$ cat src/rtl/vx_barrier_ctrl_if.sv
// rtl/vx_barrier_ctrl_if.sv - barrier op, warp mask and global barrier handshake bundle
interface vx_barrier_ctrl_if #(
  parameter int NUM_WARPS    = 4,
  parameter int NUM_BARRIERS = 4,
  parameter int GSIZE_WIDTH  = 2
);
  localparam int NW_WIDTH   = (NUM_WARPS > 1) ? $clog2(NUM_WARPS) : 1;
  localparam int NB_WIDTH   = (NUM_BARRIERS > 1) ? $clog2(NUM_BARRIERS) : 1;
  localparam int SIZE_WIDTH = (NW_WIDTH > GSIZE_WIDTH) ? NW_WIDTH : GSIZE_WIDTH;

  logic                   bar_valid;
  logic                   bar_ready;
  logic [NW_WIDTH-1:0]    bar_wid;
  logic [NB_WIDTH-1:0]    bar_id;
  logic                   bar_is_global;
  logic [SIZE_WIDTH-1:0]  bar_size_m1;
  logic                   bar_is_noop;
  logic [NUM_WARPS-1:0]   active_wmask;
  logic [NUM_WARPS-1:0]   stall_wmask;
  logic                   gbar_req_valid;
  logic                   gbar_req_ready;
  logic [NB_WIDTH-1:0]    gbar_req_id;
  logic [GSIZE_WIDTH-1:0] gbar_req_size_m1;
  logic                   gbar_rsp_valid;
  logic [NB_WIDTH-1:0]    gbar_rsp_id;

  modport slave (
    input  bar_valid, bar_wid, bar_id, bar_is_global, bar_size_m1, bar_is_noop,
    input  active_wmask, gbar_req_ready, gbar_rsp_valid, gbar_rsp_id,
    output bar_ready, stall_wmask, gbar_req_valid, gbar_req_id, gbar_req_size_m1
  );

  modport master (
    output bar_valid, bar_wid, bar_id, bar_is_global, bar_size_m1, bar_is_noop,
    output active_wmask, gbar_req_ready, gbar_rsp_valid, gbar_rsp_id,
    input  bar_ready, stall_wmask, gbar_req_valid, gbar_req_id, gbar_req_size_m1
  );
endinterface

$ cat src/rtl/vx_barrier_ctrl.sv
// rtl/vx_barrier_ctrl.sv - per-core local/global barrier arrival counting and warp stall mask
module vx_barrier_ctrl #(
  parameter int NUM_WARPS    = 4,
  parameter int NUM_BARRIERS = 4,
  parameter int GSIZE_WIDTH  = 2
) (
  input logic             clk,
  input logic             reset,
  vx_barrier_ctrl_if.slave bus
);
  localparam int NW_WIDTH   = (NUM_WARPS > 1) ? $clog2(NUM_WARPS) : 1;
  localparam int NB_WIDTH   = (NUM_BARRIERS > 1) ? $clog2(NUM_BARRIERS) : 1;
  localparam int SIZE_WIDTH = (NW_WIDTH > GSIZE_WIDTH) ? NW_WIDTH : GSIZE_WIDTH;
  localparam int PC_WIDTH   = NW_WIDTH + 1;

  logic [NW_WIDTH-1:0]    lcnt_q  [NUM_BARRIERS];
  logic [NW_WIDTH-1:0]    lcnt_d  [NUM_BARRIERS];
  logic [NUM_WARPS-1:0]   lwait_q [NUM_BARRIERS];
  logic [NUM_WARPS-1:0]   lwait_d [NUM_BARRIERS];
  logic [NW_WIDTH-1:0]    gcnt_q  [NUM_BARRIERS];
  logic [NW_WIDTH-1:0]    gcnt_d  [NUM_BARRIERS];
  logic [NUM_WARPS-1:0]   gwait_q [NUM_BARRIERS];
  logic [NUM_WARPS-1:0]   gwait_d [NUM_BARRIERS];
  logic [NUM_WARPS-1:0]   stall_q, stall_d;
  logic                   req_valid_q, req_valid_d;
  logic [NB_WIDTH-1:0]    req_id_q, req_id_d;
  logic [GSIZE_WIDTH-1:0] req_size_q, req_size_d;

  logic [PC_WIDTH-1:0]    active_cnt;
  logic [NUM_WARPS-1:0]   new_set, lrel_mask, grel_mask;
  logic                   op_fire;

  assign op_fire = bus.bar_valid && bus.bar_ready && !bus.bar_is_noop;

  // An empty active mask still lets a lone global arrival complete.
  always_comb begin
    active_cnt = '0;
    for (int i = 0; i < NUM_WARPS; i++) active_cnt = active_cnt + PC_WIDTH'(bus.active_wmask[i]);
    if (active_cnt == '0) active_cnt = PC_WIDTH'(1);
  end

  always_comb begin
    lcnt_d      = lcnt_q;
    lwait_d     = lwait_q;
    gcnt_d      = gcnt_q;
    gwait_d     = gwait_q;
    new_set     = '0;
    lrel_mask   = '0;
    grel_mask   = '0;
    req_valid_d = req_valid_q;
    req_id_d    = req_id_q;
    req_size_d  = req_size_q;

    if (req_valid_q && bus.gbar_req_ready) req_valid_d = 1'b0;

    // Response clears before the arrival below so a same-id arrival survives.
    if (bus.gbar_rsp_valid) begin
      grel_mask = gwait_q[bus.gbar_rsp_id];
      gwait_d[bus.gbar_rsp_id] = '0;
    end

    if (op_fire && !bus.bar_is_global) begin
      if (SIZE_WIDTH'(lcnt_q[bus.bar_id]) == bus.bar_size_m1) begin
        lrel_mask = lwait_q[bus.bar_id];
        lcnt_d[bus.bar_id]  = '0;
        lwait_d[bus.bar_id] = '0;
      end else begin
        lcnt_d[bus.bar_id] = NW_WIDTH'(lcnt_q[bus.bar_id] + 1'b1);
        lwait_d[bus.bar_id][bus.bar_wid] = 1'b1;
        new_set[bus.bar_wid] = 1'b1;
      end
    end

    if (op_fire && bus.bar_is_global) begin
      gwait_d[bus.bar_id][bus.bar_wid] = 1'b1;
      new_set[bus.bar_wid] = 1'b1;
      if ({1'b0, gcnt_q[bus.bar_id]} == active_cnt - 1'b1) begin
        gcnt_d[bus.bar_id] = '0;
        req_valid_d = 1'b1;
        req_id_d    = bus.bar_id;
        req_size_d  = bus.bar_size_m1[GSIZE_WIDTH-1:0];
      end else begin
        gcnt_d[bus.bar_id] = NW_WIDTH'(gcnt_q[bus.bar_id] + 1'b1);
      end
    end

    stall_d = (stall_q | new_set) & ~(lrel_mask | grel_mask);
  end

  always_ff @(posedge clk or posedge reset) begin
    if (reset) begin
      for (int b = 0; b < NUM_BARRIERS; b++) begin
        lcnt_q[b]  <= '0;
        lwait_q[b] <= '0;
        gcnt_q[b]  <= '0;
        gwait_q[b] <= '0;
      end
      stall_q     <= '0;
      req_valid_q <= 1'b0;
      req_id_q    <= '0;
      req_size_q  <= '0;
    end else begin
      lcnt_q      <= lcnt_d;
      lwait_q     <= lwait_d;
      gcnt_q      <= gcnt_d;
      gwait_q     <= gwait_d;
      stall_q     <= stall_d;
      req_valid_q <= req_valid_d;
      req_id_q    <= req_id_d;
      req_size_q  <= req_size_d;
    end
  end

  assign bus.bar_ready        = !req_valid_q;
  assign bus.stall_wmask      = stall_q;
  assign bus.gbar_req_valid   = req_valid_q;
  assign bus.gbar_req_id      = req_id_q;
  assign bus.gbar_req_size_m1 = req_size_q;

  always @(posedge clk) begin
    if (!reset && bus.bar_valid && bus.bar_ready)
      assert (!stall_q[bus.bar_wid]);
  end
endmodule
$ cat src/flat_wrapper.sv
// flat-port wrapper written by rule: the top's interface ports become plain ports
module vx_barrier_ctrl_flat 
#(
  parameter int NUM_WARPS    = 4,
  parameter int NUM_BARRIERS = 4,
  parameter int GSIZE_WIDTH  = 2
)
  (clk, reset, bus_bar_valid, bus_bar_wid, bus_bar_id, bus_bar_is_global, bus_bar_size_m1, bus_bar_is_noop, bus_active_wmask, bus_gbar_req_ready, bus_gbar_rsp_valid, bus_gbar_rsp_id, bus_bar_ready, bus_stall_wmask, bus_gbar_req_valid, bus_gbar_req_id, bus_gbar_req_size_m1);
  vx_barrier_ctrl_if #(.NUM_WARPS(NUM_WARPS), .NUM_BARRIERS(NUM_BARRIERS), .GSIZE_WIDTH(GSIZE_WIDTH)) bus_i ();
  input logic clk;
  input logic reset;
  input wire logic [$bits(bus_i.bar_valid)-1:0] bus_bar_valid;
  input wire logic [$bits(bus_i.bar_wid)-1:0] bus_bar_wid;
  input wire logic [$bits(bus_i.bar_id)-1:0] bus_bar_id;
  input wire logic [$bits(bus_i.bar_is_global)-1:0] bus_bar_is_global;
  input wire logic [$bits(bus_i.bar_size_m1)-1:0] bus_bar_size_m1;
  input wire logic [$bits(bus_i.bar_is_noop)-1:0] bus_bar_is_noop;
  input wire logic [$bits(bus_i.active_wmask)-1:0] bus_active_wmask;
  input wire logic [$bits(bus_i.gbar_req_ready)-1:0] bus_gbar_req_ready;
  input wire logic [$bits(bus_i.gbar_rsp_valid)-1:0] bus_gbar_rsp_valid;
  input wire logic [$bits(bus_i.gbar_rsp_id)-1:0] bus_gbar_rsp_id;
  output wire logic [$bits(bus_i.bar_ready)-1:0] bus_bar_ready;
  output wire logic [$bits(bus_i.stall_wmask)-1:0] bus_stall_wmask;
  output wire logic [$bits(bus_i.gbar_req_valid)-1:0] bus_gbar_req_valid;
  output wire logic [$bits(bus_i.gbar_req_id)-1:0] bus_gbar_req_id;
  output wire logic [$bits(bus_i.gbar_req_size_m1)-1:0] bus_gbar_req_size_m1;
  assign bus_i.bar_valid = bus_bar_valid;
  assign bus_i.bar_wid = bus_bar_wid;
  assign bus_i.bar_id = bus_bar_id;
  assign bus_i.bar_is_global = bus_bar_is_global;
  assign bus_i.bar_size_m1 = bus_bar_size_m1;
  assign bus_i.bar_is_noop = bus_bar_is_noop;
  assign bus_i.active_wmask = bus_active_wmask;
  assign bus_i.gbar_req_ready = bus_gbar_req_ready;
  assign bus_i.gbar_rsp_valid = bus_gbar_rsp_valid;
  assign bus_i.gbar_rsp_id = bus_gbar_rsp_id;
  assign bus_bar_ready = bus_i.bar_ready;
  assign bus_stall_wmask = bus_i.stall_wmask;
  assign bus_gbar_req_valid = bus_i.gbar_req_valid;
  assign bus_gbar_req_id = bus_i.gbar_req_id;
  assign bus_gbar_req_size_m1 = bus_i.gbar_req_size_m1;
  vx_barrier_ctrl #(.NUM_WARPS(NUM_WARPS), .NUM_BARRIERS(NUM_BARRIERS), .GSIZE_WIDTH(GSIZE_WIDTH)) u_core (.clk(clk), .reset(reset), .bus(bus_i));
endmodule
$ cat config.mk
export PLATFORM = sky130hd
export DESIGN_NAME = vx_barrier_ctrl_flat
export DESIGN_NICKNAME = d
export VERILOG_FILES = /design/src/rtl/vx_barrier_ctrl_if.sv /design/src/rtl/vx_barrier_ctrl.sv /design/src/flat_wrapper.sv
export SDC_FILE = /design/constraint.sdc
export NUM_CORES = 1
export LEC_CHECK = 0
export CAP_MARGIN = 10
export CORE_ASPECT_RATIO = 0.7
export CORE_UTILIZATION = 50
export CTS_BUF_LIST = sky130_fd_sc_hd__clkbuf_2
export CTS_CLUSTER_SIZE = 8
export DETAILED_ROUTE_END_ITERATION = 8
export GPL_TIMING_DRIVEN = 1
export MAX_ROUTING_LAYER = met4
export PLACE_DENSITY = 0.74
export SLEW_MARGIN = 30
export SYNTH_ARGS = -nofsm -noshare
export SYNTH_HDL_FRONTEND = slang
export SYNTH_SLANG_ARGS = --single-unit
$ cat constraint.sdc
create_clock -name clk -period 1.83 [get_ports clk]
set_input_delay 0.366 -clock clk [delete_from_list [all_inputs] [get_ports clk]]
set_output_delay 0.366 -clock clk [all_outputs]
set_load 0.1 [all_outputs]
==> impl_results.md <==
* Min cycle time layout at around 2300 ps
* Routed Antenna Nets at 0
* Num ports at 29
* Post-synth EDFFs at 0
* CTS buffer count at 9
* Initial Utilization at between 50% and 60%
* Netlist cell types at between 40 and 50
* Yosys top cell by area: dfrtp_1
* Leakage power at 0.001752 uW
* Avg Inst Size Synth at between 10 and 15 um^2
* Nets@finish at approximately 340
* Failing checks: setup timing
* CTS hold repair buffers at 0
* Number of diodes at 0
* Routed wire length per instance at just under 20 um
* Final Skew at between 20 and 25 ps
* Fmax at around 0.43 GHz
* Clock root buffer: clkbuf_2
* Synth area leaders: dfrtp_1 (50%), mux4_2 (8.7%), a21oi_1 (6.3%)
* Routed vias/inst at approximately 5.8
* Max VDD drop at 1011 uV
* Main synth FF type: dfrtp_1
* Crit end category: register
* Max Root-Sink Buffers at 2
* Row cnt at 22
* Layout filler cell count at approximately 370
* Power Dens Cells at 1308 mW/mm^2
* Initial antenna violation count at 0
* Register area share after synthesis at 50.04%
* Maxcap violations at 0
* Routed vias at between 2k and 2.5k
* Worst flop-to-flop path endpoint: u_core.bus.gbar_req_id[1]$_DFFE_PP0P_
* Clk slew on worst S/H paths at roughly 160 ps
* Max-slew headroom at ~74%
* First-pass GRT wire length at about 12000 um
* Synth async-reset ratio at between 90% and 100%
* Detailed Route Iter0 Violations at around 140
* Die X at slightly above 90 um
* Ys Warns at 0
* Post-DP HPWL at 4974 um
* HP Class: input pin to asynchronous set/reset pin
* CP arrival at about 2700 ps
* R2R depth at 5
* Buffers on Ports at 28
* Fin. max-slew vios at 0
* Endpoints failing setup at 25
* WHS at 244.7 ps
* Crit-path max FO at 5
* Core area at approximately 0.0054 mm^2
* Status: finished, violations left
* CTS sink count at 57
* Synth Register Bits at 57
* Syn Std Cell Area at 0.002850 mm^2
* Critical R2R Launch: u_core.gcnt_q[1]$_DFFE_PP0P_
* Gp weighted congestion at around 0.81
* CTS tree: yes
* GR Util All Layers at between 20% and 30%
* Clk_lat worst skew at about 480 ps
* Critical Path RT at approximately 2200 ps
* Largest net degree at the start of global routing at between 50 and 60
* Area grow syn2layout at 40.12%
* RSZ-0062 raised after global routing: yes
* R2R Setup Slk at -160 ps
* Top-area cell type share of the netlist area at roughly half
* Die Area at around 0.0060 mm^2
* Total grt overflow at 0
* Total power draw at approximately 5200 uW
* Post-route DRC at 0
* Drt total wl at between 7000 and 8000 um
* Gate Count Post-Synth at ~240
* Startpoint types: input pin
* Final WS setup at -488.0 ps
* Syn nets at around 270
* CTS H-tree lvls at 3
* Layout cells sized above 1 at between 40% and 50%
* DIE HEIGHT at 65.17 um
* Vias in the first global route at 2316
* WS Path Type: input pin to register
* Final hold viol count at 0
* Tightest Pin Transition at 382.0 ps
* Pre-antenna DRT Iters at 4
* Period utilisation layout at 126.7%
final cells by class:
class	instances	area, um^2	share of cell area (%)
clock buffers	10	50.05	1.253
clock inverters	5	47.55	1.190
inverters	10	40.04	1.003
multi-input cells	163	1524	38.16
flip-flops and latches	57	1428	35.75
well taps	72	90.09	2.256
repair buffers	74	814.5	20.39
critical path, cell delays in order:
cell and delay [ps]:
buf_6 90, ha_4 250, inv_2 30, fa_2 330, inv_2 70, ha_4 200, o21ai_4 130, inv_2 60
ha_4 280, inv_4 40, xnor2_2 130, nor4b_4 230, buf_6 170, mux2_4 300
cell families (layout without fill, tap and decap cells):
logic type,count (synthesis),after routing,synth area share [%]
AOI/OAI and AO/OA,72,72,15.98
xor gates and xnor gates,5,5,1.800
adders and majority gates,4,4,2.019
buffers and inverters,24,99,3.819
DFF,57,57,50.04
muxes,29,29,16.29
and+or+nand+nor,53,53,10.05
worst max-delay path by stage:
stage	slack (ps)	endpoint	cells after the start	from
finish	-490	u_core.bus.gbar_req_id[1]$_DFFE_PP0P_	14	bus_active_wmask[0]
detailed placement	-1400	u_core.bus.gbar_req_id[1]$_DFFE_PP0P_	14	bus_active_wmask[0]
global placement	-1370	u_core.bus.gbar_req_size_m1[0]$_DFFE_PP0P_	14	bus_active_wmask[0]
CTS	-580	u_core.bus.gbar_req_id[1]$_DFFE_PP0P_	14	bus_active_wmask[0]
floorplan	-890	u_core.bus.gbar_req_id[0]$_DFFE_PP0P_	12	bus_active_wmask[1]
global route	-530	u_core.bus.gbar_req_id[1]$_DFFE_PP0P_	14	bus_active_wmask[0]
metrics by stage:
stage	TNS (ps)	worst slack (ps)	instances	util [%]	area, um^2
2_1_floorplan	-9307	-885.7	244	-	2942
3_3_place_gp	-40980	-1371	369	68.11	3656
3_5_place_dp	-42850	-1395	369	68.11	3656
4_1_cts	-5972	-575.6	383	70.44	3781
5_1_grt	-7298	-532.2	391	74.41	3994
6_report	-5621	-488.0	391	74.41	3994
cell usage after synthesis (2+ instances only):
| master | n |
|---|---|
| mux4_2 | 11 |
| and2_1 | 6 |
| a32o_1 | 4 |
| xnor2_1 | 2 |
| inv_1 | 10 |
| nor3_1 | 3 |
| nand3b_1 | 2 |
| buf_4 | 2 |
| a22o_1 | 3 |
| a221oi_2 | 4 |
| clkbuf_1 | 8 |
| nor2_1 | 6 |
| nand2b_1 | 3 |
| ha_1 | 3 |
| nand2_1 | 22 |
| dfrtp_1 | 57 |
| o211ai_1 | 3 |
| o21bai_1 | 2 |
| a21oi_1 | 36 |
| o21ai_0 | 15 |
| nor2b_1 | 4 |
| buf_2 | 3 |
| mux2_2 | 16 |
| xor2_1 | 2 |
layer usage:
| layer | GRT usage, % | wire, um | vias to the layer above |
|---|---|---|---|
| li1 | - | - | 1037 |
| met1 | 36.65 | 3399 | 1168 |
| met2 | 42.63 | 3689 | 51 |
| met3 | 6.829 | 387 | 9 |
| met4 | 8.203 | 73 | 0 |
| met5 | - | 0 | - |
cells in the final DEF, fill, tap and decap left out, drive strengths merged, types with 3 or more instances in the layout:
master	count
nor2b	4
ha	3
clkinv	4
inv	10
a221oi	4
buf	56
nand2	22
dlygate4sd2	3
a21oi	36
mux2	16
a22o	3
clkbuf	13
mux4	12
clkdlybuf4s50	12
nor3	3
and2	6
o21ai	15
xnor2	3
nor2	6
dfrtp	57
a32o	4
nand2b	3
o211ai	3
state kept, by name (all words and copies together) (netlist names):
signal and cells:
u_core.bus.gbar_req_id 2, u_core.bus.gbar_req_size_m1 2, u_core.bus.gbar_req_valid 1, u_core.bus.stall_wmask 4, u_core.gcnt_q 8, u_core.gwait_q 16
u_core.lcnt_q 8, u_core.lwait_q 16
what timing repair did:
action | CTS | global route
setup endpoints to repair | 41 | 30
pin swaps | 6 | 19
gates resized for setup | 20 | 24
buffers inserted | 0 | 5
cloned | 0 | 3
where the power goes:
part / switching [uW] / total [uW] / internal [uW] / leakage (uW)
Clock: 445 / 747 / 301 / 0.0000666
Sequential: 268 / 1890 / 1620 / 0.000734
Combinational: 1410 / 2590 / 1180 / 0.000951
Total: 2120 / 5230 / 3100 / 0.00175
No activity file was read; power rests on OpenSTA's default activity.
